<file path="config.mk">
export PLATFORM = sky130hd
export DESIGN_NAME = dmem_ctrl
export DESIGN_NICKNAME = d
export VERILOG_FILES = /design/src/rtl/dmem_pkg.sv /design/src/rtl/dmem_lane_unit.sv /design/src/rtl/dmem_ctrl.sv
export SDC_FILE = /design/constraint.sdc
export NUM_CORES = 1
export LEC_CHECK = 0
export ABC_CLOCK_PERIOD_IN_PS = 3400
export BUFFER_PORTS_ARGS = -buffer_cell sky130_fd_sc_hd__buf_2
export CAP_MARGIN = 30
export CORE_AREA = 3 3 102 176
export CTS_CLUSTER_DIAMETER = 80
export CTS_CLUSTER_SIZE = 24
export DETAILED_ROUTE_END_ITERATION = 12
export DIE_AREA = 0 0 105 179
export PLACE_DENSITY_LB_ADDON = 0.25
export SLEW_MARGIN = 10
export SYNTH_ARGS = -nofsm -noshare
export SYNTH_HDL_FRONTEND = slang
export SYNTH_SLANG_ARGS = --single-unit
</file>
<file path="constraint.sdc">
create_clock -name clk -period 3.4 [get_ports clk]
set_clock_uncertainty 0.1 [all_clocks]
set_input_delay 1.02 -clock clk [delete_from_list [all_inputs] [get_ports clk]]
set_output_delay 1.02 -clock clk [all_outputs]
set_load 0.02 [all_outputs]
</file>
<file path="src/rtl/dmem_pkg.sv">
// Shared definitions for the data-memory controller: RV32I width codes,
// FSM states, requester identifiers and the core alignment rule.
package dmem_pkg;

  localparam logic [2:0] F3_B  = 3'b000;
  localparam logic [2:0] F3_H  = 3'b001;
  localparam logic [2:0] F3_W  = 3'b010;
  localparam logic [2:0] F3_BU = 3'b100;
  localparam logic [2:0] F3_HU = 3'b101;

  typedef enum logic [1:0] {
    S_IDLE,
    S_RD_WAIT,
    S_RMW_RD,
    S_RMW_WR
  } state_e;

  localparam logic REQ_CORE = 1'b0;
  localparam logic REQ_DMA  = 1'b1;

  // Unsigned widths have no store form, so a store coded that way is rejected too.
  function automatic logic misaligned(input logic we, input logic [2:0] f3,
                                      input logic [1:0] a);
    case (f3)
      F3_B:    misaligned = 1'b0;
      F3_H:    misaligned = a[0];
      F3_W:    misaligned = |a;
      F3_BU:   misaligned = we;
      F3_HU:   misaligned = we | a[0];
      default: misaligned = 1'b1;
    endcase
  endfunction

endpackage

</file>
<file path="src/rtl/dmem_lane_unit.sv">
// Byte/half lane handling shared by the load and read-modify-write paths:
// merges store data into an old word and extracts/extends load results.
module dmem_lane_unit
  import dmem_pkg::*;
(
  input  logic [31:0] word,
  input  logic [31:0] wdata,
  input  logic [2:0]  funct3,
  input  logic [1:0]  lane,
  output logic [31:0] merged,
  output logic [31:0] load_data
);

  logic [4:0]  bsh;
  logic [4:0]  hsh;
  logic [7:0]  byte_w;
  logic [15:0] half_w;

  assign bsh    = {lane, 3'b000};
  assign hsh    = {lane[1], 4'b0000};
  assign byte_w = 8'(word >> bsh);
  assign half_w = 16'(word >> hsh);

  always_comb begin
    merged = wdata;
    case (funct3[1:0])
      2'b00:   merged = (word & ~(32'h0000_00FF << bsh)) | ({24'h0, wdata[7:0]} << bsh);
      2'b01:   merged = (word & ~(32'h0000_FFFF << hsh)) | ({16'h0, wdata[15:0]} << hsh);
      default: merged = wdata;
    endcase
  end

  always_comb begin
    load_data = word;
    case (funct3)
      F3_B:    load_data = {{24{byte_w[7]}}, byte_w};
      F3_BU:   load_data = {24'h0, byte_w};
      F3_H:    load_data = {{16{half_w[15]}}, half_w};
      F3_HU:   load_data = {16'h0, half_w};
      default: load_data = word;
    endcase
  end

endmodule

</file>
<file path="src/rtl/dmem_ctrl.sv">
// Arbiter and access sequencer between the core MEM stage, the loader/DMA
// port and a single-port synchronous-read data memory.
//
// state     | meaning
// S_IDLE    | arbitrate, grant, issue read or word write
// S_RD_WAIT | read data back, extend, pulse rvalid
// S_RMW_RD  | old word back, merge store lane(s)
// S_RMW_WR  | write merged word
module dmem_ctrl
  import dmem_pkg::*;
#(
  parameter int unsigned AW    = 10,
  parameter bit          RR_EN = 1'b1
) (
  input  logic          clk,
  input  logic          rst,
  input  logic          core_req,
  input  logic          core_we,
  input  logic [2:0]    core_funct3,
  input  logic [31:0]   core_addr,
  input  logic [31:0]   core_wdata,
  output logic          core_gnt,
  output logic          core_rvalid,
  output logic [31:0]   core_rdata,
  output logic          core_err,
  input  logic          dma_req,
  input  logic          dma_we,
  input  logic [31:0]   dma_addr,
  input  logic [31:0]   dma_wdata,
  output logic          dma_gnt,
  output logic          dma_rvalid,
  output logic [31:0]   dma_rdata,
  output logic          mem_en,
  output logic          mem_we,
  output logic [AW-1:0] mem_addr,
  output logic [31:0]   mem_wdata,
  input  logic [31:0]   mem_rdata,
  output logic          busy
);

  state_e        state_q, state_d;
  logic          last_q, last_d;
  logic          id_q, id_d;
  logic [2:0]    f3_q, f3_d;
  logic [1:0]    lane_q, lane_d;
  logic [31:0]   wdata_q, wdata_d;
  logic [AW-1:0] waddr_q, waddr_d;
  logic [31:0]   merged_q, merged_d;
  logic [31:0]   core_rdata_q, core_rdata_d;
  logic [31:0]   dma_rdata_q, dma_rdata_d;

  logic [31:0]   merged_w;
  logic [31:0]   load_w;
  logic          core_win;
  logic          core_bad;
  logic          unused_addr_bits;

  assign unused_addr_bits = ^{core_addr[31:AW+2], dma_addr[31:AW+2], dma_addr[1:0]};

  assign core_win = core_req && (!dma_req || !RR_EN || (last_q == REQ_DMA));
  assign core_bad = misaligned(core_we, core_funct3, core_addr[1:0]);

  dmem_lane_unit u_lane (
    .word      (mem_rdata),
    .wdata     (wdata_q),
    .funct3    (f3_q),
    .lane      (lane_q),
    .merged    (merged_w),
    .load_data (load_w)
  );

  always_ff @(posedge clk) begin
    if (rst) begin
      state_q      <= S_IDLE;
      last_q       <= REQ_DMA;
      id_q         <= REQ_CORE;
      f3_q         <= F3_W;
      lane_q       <= 2'b00;
      wdata_q      <= '0;
      waddr_q      <= '0;
      merged_q     <= '0;
      core_rdata_q <= '0;
      dma_rdata_q  <= '0;
    end else begin
      state_q      <= state_d;
      last_q       <= last_d;
      id_q         <= id_d;
      f3_q         <= f3_d;
      lane_q       <= lane_d;
      wdata_q      <= wdata_d;
      waddr_q      <= waddr_d;
      merged_q     <= merged_d;
      core_rdata_q <= core_rdata_d;
      dma_rdata_q  <= dma_rdata_d;
    end
  end

  always_comb begin
    state_d      = state_q;
    last_d       = last_q;
    id_d         = id_q;
    f3_d         = f3_q;
    lane_d       = lane_q;
    wdata_d      = wdata_q;
    waddr_d      = waddr_q;
    merged_d     = merged_q;
    core_rdata_d = core_rdata_q;
    dma_rdata_d  = dma_rdata_q;
    core_gnt     = 1'b0;
    core_err     = 1'b0;
    core_rvalid  = 1'b0;
    dma_gnt      = 1'b0;
    dma_rvalid   = 1'b0;
    mem_en       = 1'b0;
    mem_we       = 1'b0;
    mem_addr     = '0;
    mem_wdata    = '0;

    case (state_q)
      S_IDLE: begin
        if (core_win) begin
          core_gnt = 1'b1;
          last_d   = REQ_CORE;
          if (core_bad) begin
            core_err = 1'b1;
          end else begin
            mem_en   = 1'b1;
            mem_addr = core_addr[AW+1:2];
            id_d     = REQ_CORE;
            f3_d     = core_funct3;
            lane_d   = core_addr[1:0];
            wdata_d  = core_wdata;
            waddr_d  = core_addr[AW+1:2];
            if (!core_we) begin
              state_d = S_RD_WAIT;
            end else if (core_funct3 == F3_W) begin
              mem_we    = 1'b1;
              mem_wdata = core_wdata;
            end else begin
              state_d = S_RMW_RD;
            end
          end
        end else if (dma_req) begin
          dma_gnt  = 1'b1;
          last_d   = REQ_DMA;
          mem_en   = 1'b1;
          mem_addr = dma_addr[AW+1:2];
          id_d     = REQ_DMA;
          f3_d     = F3_W;
          lane_d   = 2'b00;
          if (dma_we) begin
            mem_we    = 1'b1;
            mem_wdata = dma_wdata;
          end else begin
            state_d = S_RD_WAIT;
          end
        end
      end
      S_RD_WAIT: begin
        if (id_q == REQ_CORE) begin
          core_rvalid  = 1'b1;
          core_rdata_d = load_w;
        end else begin
          dma_rvalid  = 1'b1;
          dma_rdata_d = load_w;
        end
        state_d = S_IDLE;
      end
      S_RMW_RD: begin
        merged_d = merged_w;
        state_d  = S_RMW_WR;
      end
      S_RMW_WR: begin
        mem_en    = 1'b1;
        mem_we    = 1'b1;
        mem_addr  = waddr_q;
        mem_wdata = merged_q;
        state_d   = S_IDLE;
      end
      default: state_d = S_IDLE;
    endcase

    core_rdata = core_rdata_d;
    dma_rdata  = dma_rdata_d;
    busy       = (state_q != S_IDLE);

    // Quiet every output while reset is held so an aborted RMW never writes.
    if (rst) begin
      core_gnt    = 1'b0;
      core_err    = 1'b0;
      core_rvalid = 1'b0;
      core_rdata  = '0;
      dma_gnt     = 1'b0;
      dma_rvalid  = 1'b0;
      dma_rdata   = '0;
      mem_en      = 1'b0;
      mem_we      = 1'b0;
      mem_addr    = '0;
      mem_wdata   = '0;
      busy        = 1'b0;
    end
  end

endmodule

</file>
* After elaboration in Yosys (flattened, before gate mapping)
Index checks and enable logic that the tools add are counted.
** Word-level totals
- Register bits :: 147
- Latch bits :: 0
- Bits in writable memories :: 0
- Memory bits (read-only) :: 0
- Bits of input ports :: 169
- Output and inout bits :: 114
- Logic and storage cells :: 124
- Memories :: 0
** Cells by class
- Add/subtract/negate cells :: 0
- Multiply operators :: 0
- Divide/modulo/power cells :: 0
- $lt $le $gt $ge :: 0
- Equality and inequality tests :: 16
- Shift operators :: 6
- Multiplexer cells :: 69
- Bitwise gates (word level) :: 8
- Reduce and logical (&&, ||, !) cells :: 15
** Operators with widths (number)
- 2-to-1 mux 32 bit :: 13
- one-hot mux 32 bit (2 select lines) :: 2
- one-hot mux 32 bit (4 select lines) :: 1
- AND 32 bit :: 2
- NOT 32 bit :: 2
- bitwise OR 32 bit :: 2
- 2-to-1 mux 10 bit :: 4
- 2-to-1 mux 1 bit :: 32
- left shift 16 x 5 -> 32 bit :: 1
- left shift 16 x 5 -> 32 bit (first input constant) :: 1
- left shift 8 x 5 -> 32 bit :: 1
- left shift 8 x 5 -> 32 bit (first input constant) :: 1
- >> shifter 32 x 5 -> 16 bit :: 1
- >> shifter 32 x 5 -> 8 bit :: 1
- one-hot mux 10 bit (2 select lines) :: 1
- 2-to-1 mux 2 bit :: 9
- == test 3 bit (second input constant) :: 4
- 2-to-1 mux 3 bit :: 3
- inequality test 3 bit (second input constant) :: 3
- == test 3 x 1 -> 1 bit (second input constant) :: 2
- zero test 3 bit :: 2
- one-hot mux 2 bit (3 select lines) :: 1
- AND reduction 3 bit :: 2
- one-hot mux 1 bit (5 select lines) :: 1
- other kinds (16) :: 22

* Depth between registers and ports, before layout
- Depth in word-level cells :: 7
- Gate-level depth with buffers :: 8
- Depth with buffers taken out :: 6

* Cells and area by module
From an unflattened synthesis, not the netlist that was laid out.
** Second synthesis, totals
- Cell total of the unflattened synthesis :: 1002
- Area, all modules :: 7845.0 µm²
** By module, submodules not included
- dmem_ctrl :: times used 1, cells an instance 753, area an instance 6133.4 µm², sequential area each 2942.8 µm²
- dmem_lane_unit :: times used 1, cells an instance 249, area an instance 1711.6 µm², sequential area each 0.0 µm²

* Least setup slack after synthesis
No wires, ideal clock.
- Kind :: input to output
- Start point :: input core_funct3[0]
- End point :: output mem_addr[1]
- Arrival :: 2737 ps
- Required time :: 2280 ps
- Slack :: -457 ps
- Cell stages on the path :: 5
- Cell sequence :: or4_4 a2111oi_4 buf_6 nand2_2 a21oi_1
** Between the ends
- Cells in the longest elaborated chain, start to end :: 6
** Ends and longest elaborated chain
- start: declaration :: RTL line dmem_ctrl.sv:19 : input logic [2:0] core_funct3,
- == test 3 bit, or another cell as far along :: RTL line dmem_pkg.sv:24 : case (f3)
- one-hot mux 1 bit (5 select lines) * :: RTL line dmem_pkg.sv:24
- 2-to-1 mux 10 bit * :: RTL line dmem_ctrl.sv:124 : if (core_bad) begin
- 2-to-1 mux 10 bit * :: RTL line dmem_ctrl.sv:121 : if (core_win) begin
- one-hot mux 10 bit (2 select lines) * :: RTL line dmem_ctrl.sv:119 : case (state_q)
- 2-to-1 mux 10 bit * :: RTL line dmem_ctrl.sv:188 : if (rst) begin
- end: declaration :: RTL line dmem_ctrl.sv:35 : output logic [AW-1:0] mem_addr,
Mark *: on every way between the ends. The rest lies on a longest branch, timed or not.

* Final worst setup path
- Start point :: input core_addr[1]
- End point :: output mem_addr[7]
** Between the ends
- Cells in the longest elaborated chain, start to end :: 6
** Ends and longest elaborated chain
- start: declaration :: RTL line dmem_ctrl.sv:20 : input logic [31:0] core_addr,
- OR reduction 2 bit :: RTL line dmem_pkg.sv:27 : F3_W: misaligned = |a;
- one-hot mux 1 bit (5 select lines) :: RTL line dmem_pkg.sv:24
- 2-to-1 mux 10 bit :: RTL line dmem_ctrl.sv:124
- 2-to-1 mux 10 bit :: RTL line dmem_ctrl.sv:121
- one-hot mux 10 bit (2 select lines) :: RTL line dmem_ctrl.sv:119
- 2-to-1 mux 10 bit :: RTL line dmem_ctrl.sv:188
No other way between the ends.

==> impl_metrics.tcl <==
set metrics [dict create \
    initial_core_util_pct 44.7 \
    ys_ff_latch 147 \
    tightest_slew_ns 0.903 \
    synthArstFlopShare_pct 0 \
    viasPerCell 5.93 \
    wl_per_cell_um 21.0 \
    ant_nets 0 \
    drive_above_1_share_pct 40.9 \
    multi_input_area_um2 4490 \
    power.leakage_nw 4.45 \
    synthToLayoutAreaGrowth_pct 50.5 \
    cts-buffers-inserted 17 \
    crit_path_frequent_cell "buf_6" \
    crit_chain "buf_6 > or4_4 > a2111oi_4 > buf_4 > buf_12 > nand2_4 > a21oi_4 > buf_6" \
    hold_violations 0 \
    routed_wl_um 29900 \
    synth_top_area_share_pct 39.7 \
    seqCellArea_um2 2950 \
    finalSetupViolCount 91 \
    rsz0062_at_grt "yes" \
    clock_latency_ns 0.42 \
    synth_edf_count 0 \
    startpoint_type "input port" \
    pin_count 283 \
    syn_inst 882 \
    cts-root-buf "clkbuf_16" \
    hold_buffers 0 \
    pre_cts_ws_ns -0.530 \
    syn_area_per_cell_um2 8.41 \
    grt_pass1_wl_um 44000 \
    status "finished with violations" \
    crit_type "in -> out" \
    nFillCells 1423 \
    routabilityCongestion 0.878 \
    min-delay-start "wdata_q[21]" \
    yosysWarnings 0 \
    ir_worst_vdd_v 0.000309 \
    path_max_fanout 6 \
    grt_use_total_pct 29.9 \
    rrSetupSlack_ns 1.08 \
    io_buffers 240 \
    final_cell_area_um2 11200 \
    rows 62 \
    cts.htree.levels 4 \
    core_um2 16600 \
    startpoint "core_addr[1]" \
    die_h_um 179 \
    dr.pass1.iters 5 \
    hold_class "reg -> reg" \
    synth-seq-area-share_pct 39.7 \
    dpl-instance-area_um2 9480 \
    slew_headroom_pct 39.8 \
    fmax_mhz 260 \
    required_ns 2.28 \
    cap_violations 0 \
    fp.dieW_um 105 \
    arrival_ns 2.72 \
    power-per-cell-area_nw_per_um2 608 \
    dp_hpwl_um 20400 \
    fin_crit_sh_pct 113 \
    finalSetupTns_ns -23.56 \
    fin_crit_ns 3.84 \
    synth_ff_type "dfxtp_1" \
    die_area_um2 18800 \
    antenna_found_initial 3 \
    cts_buffer_depth 2 \
    final_max_slew_viol_count 0 \
    fin_ws_ns -0.442 \
    drc 0 \
    vias 8459 \
    drt_iter0_drc 703 \
    cts_tree "done" \
    grt_max_degree 70 \
    cts_sinks 147 \
    clk_pin_slew_worst_paths_ns 0.07 \
    r2r_start "state_q[1]" \
    crit_path_max_incr_delay_ns 0.56 \
    grt_overflow 0 \
    syn_nets 1055 \
    endpoint_kind "primary output" \
    violations "setup timing" \
    synth_top_area_cell "dfxtp_1" \
    syn-cell-area_um2 7420 \
    yosys-top-cells-area "dfxtp_1, nand2_1, a22oi_1, a21oi_1, a221o_1" \
    fin_nets 1359 \
    critPathSlowestCell "or4_4" \
    ys_types 48 \
    grt_pass1_vias 8057 \
]
==> kinds of logic (layout without fill, tap and decap cells) <==
group                    after synthesis  after routing  share of synthesized area [%]
flip-flops                           147            147                           39.7
other                                  0              3                              0
AO/OA/AOI/OAI                        338            338                           32.4
buffers and inverters                 90            407                           5.11
multiplexers                          46             46                           7.14
AND/OR/NAND/NOR                      257            257                           15.0
adder cells (fa/ha/maj)                4              4                          0.675
==> synth_stat cells, types with 7 or more instances <==
cell and count:
o21ai_0 45, a221o_1 32, a211oi_1 26, a22oi_1 59, nand2b_1 7, nor2_1 54
mux2_2 25, a21oi_1 84, nand2_2 8, a221oi_1 18, inv_1 9, a22o_1 10
dfxtp_1 147, nand2_1 150, a311oi_1 8, a31oi_1 8, clkbuf_1 65, mux2i_1 18
o2bb2ai_1 32
==> layer usage <==
| metal | vias to the layer above | track usage (%) | routed length (um) |
|---|---|---|---|
| met5 | - | 0 | 0 |
| met4 | 0 | 13.8 | 1500 |
| met3 | 81 | 3.71 | 2030 |
| met2 | 424 | 55.3 | 15600 |
| met1 | 4027 | 33.9 | 10800 |
| li1 | 3927 | - | - |
==> critical path, delay by kind of cell <==
| family | cells | cell delay [ns] |
|---|---|---|
| AOI/OAI and AO/OA | 2 | 0.50 |
| buffers and inverters | 4 | 0.56 |
| and+or+nand+nor | 2 | 0.62 |
==> state kept, by name (all words and copies together), names as in the netlist <==
signal / flops
dma_rdata_q: 32
wdata_q: 32
f3_q: 3
state_q: 2
last_q: 1
core_rdata_q: 32
merged_q: 32
waddr_q: 10
id_q: 1
lane_q: 2
==> power by group <==
part           internal [W]  switching (W)
registers           0.00205       0.000217
clock network       0.00105       0.000812
logic               0.00108        0.00158
total               0.00418        0.00261
==> final timing paths <==
path	to	depth (start not counted)
max	mem_addr[7]	8
min	wdata_q[21]	2
max reg2reg	wdata_q[17]	10
min reg2reg	wdata_q[21]	2
==> cell type report <==
cell class / instances / area share, %
antenna: 3 / 0.0673
inverter: 9 / 0.404
clock buffer: 18 / 3.94
multi-input combinational: 645 / 40.3
tap: 224 / 2.51
timing repair buffer: 366 / 25.1
clock inverter: 14 / 1.29
sequential: 147 / 26.4
==> stage by stage <==
| step | instances | util, % | total power (W) | hold WS, ns |
|---|---|---|---|---|
| 3_5_place_dp | 1355 | 57.1 | 0.00460 | 0.348 |
| 2_1_floorplan | 882 | - | 0.00374 | 0.336 |
| 3_3_place_gp | 1354 | 57.1 | 0.00455 | 0.344 |
| 4_1_cts | 1398 | 64.1 | 0.00660 | 0.357 |
| 6_report | 1426 | 67.2 | 0.00679 | 0.359 |
| 5_1_grt | 1425 | 67.2 | 0.00710 | 0.373 |
==> what timing repair did <==
| item | in CTS | in global routing |
|---|---|---|
| setup buffers | 10 | 23 |
| endpoints found under the setup margin | 105 | 107 |
| cloned | 2 | 3 |
| resized for setup | 144 | 70 |
| pin swaps | 9 | 21 |
==> cells in the final DEF (no fill, tap or decap), types with 4 or more instances in the layout <==
master      count
buf_4         155
nand2_1       147
dfxtp_1       145
buf_2         139
a21oi_1        67
buf_6          60
a22oi_1        58
nor2_1         52
o21ai_0        38
a221o_1        32
o2bb2ai_1      32
a211oi_1       26
mux2_2         25
clkbuf_16      20
mux2i_1        17
a221oi_1       17
a21oi_4        11
a22o_1         10
nand2_4         8
a311oi_1        8
clkinvlp_4      7
a21oi_2         7
buf_12          7
nand2b_1        6
nand3_1         6
inv_1           6
a31oi_1         6
nand4_1         6
or2_2           4
o21ai_2         4
inv_6           4
Note: power is estimated with default switching activity, not from simulation.
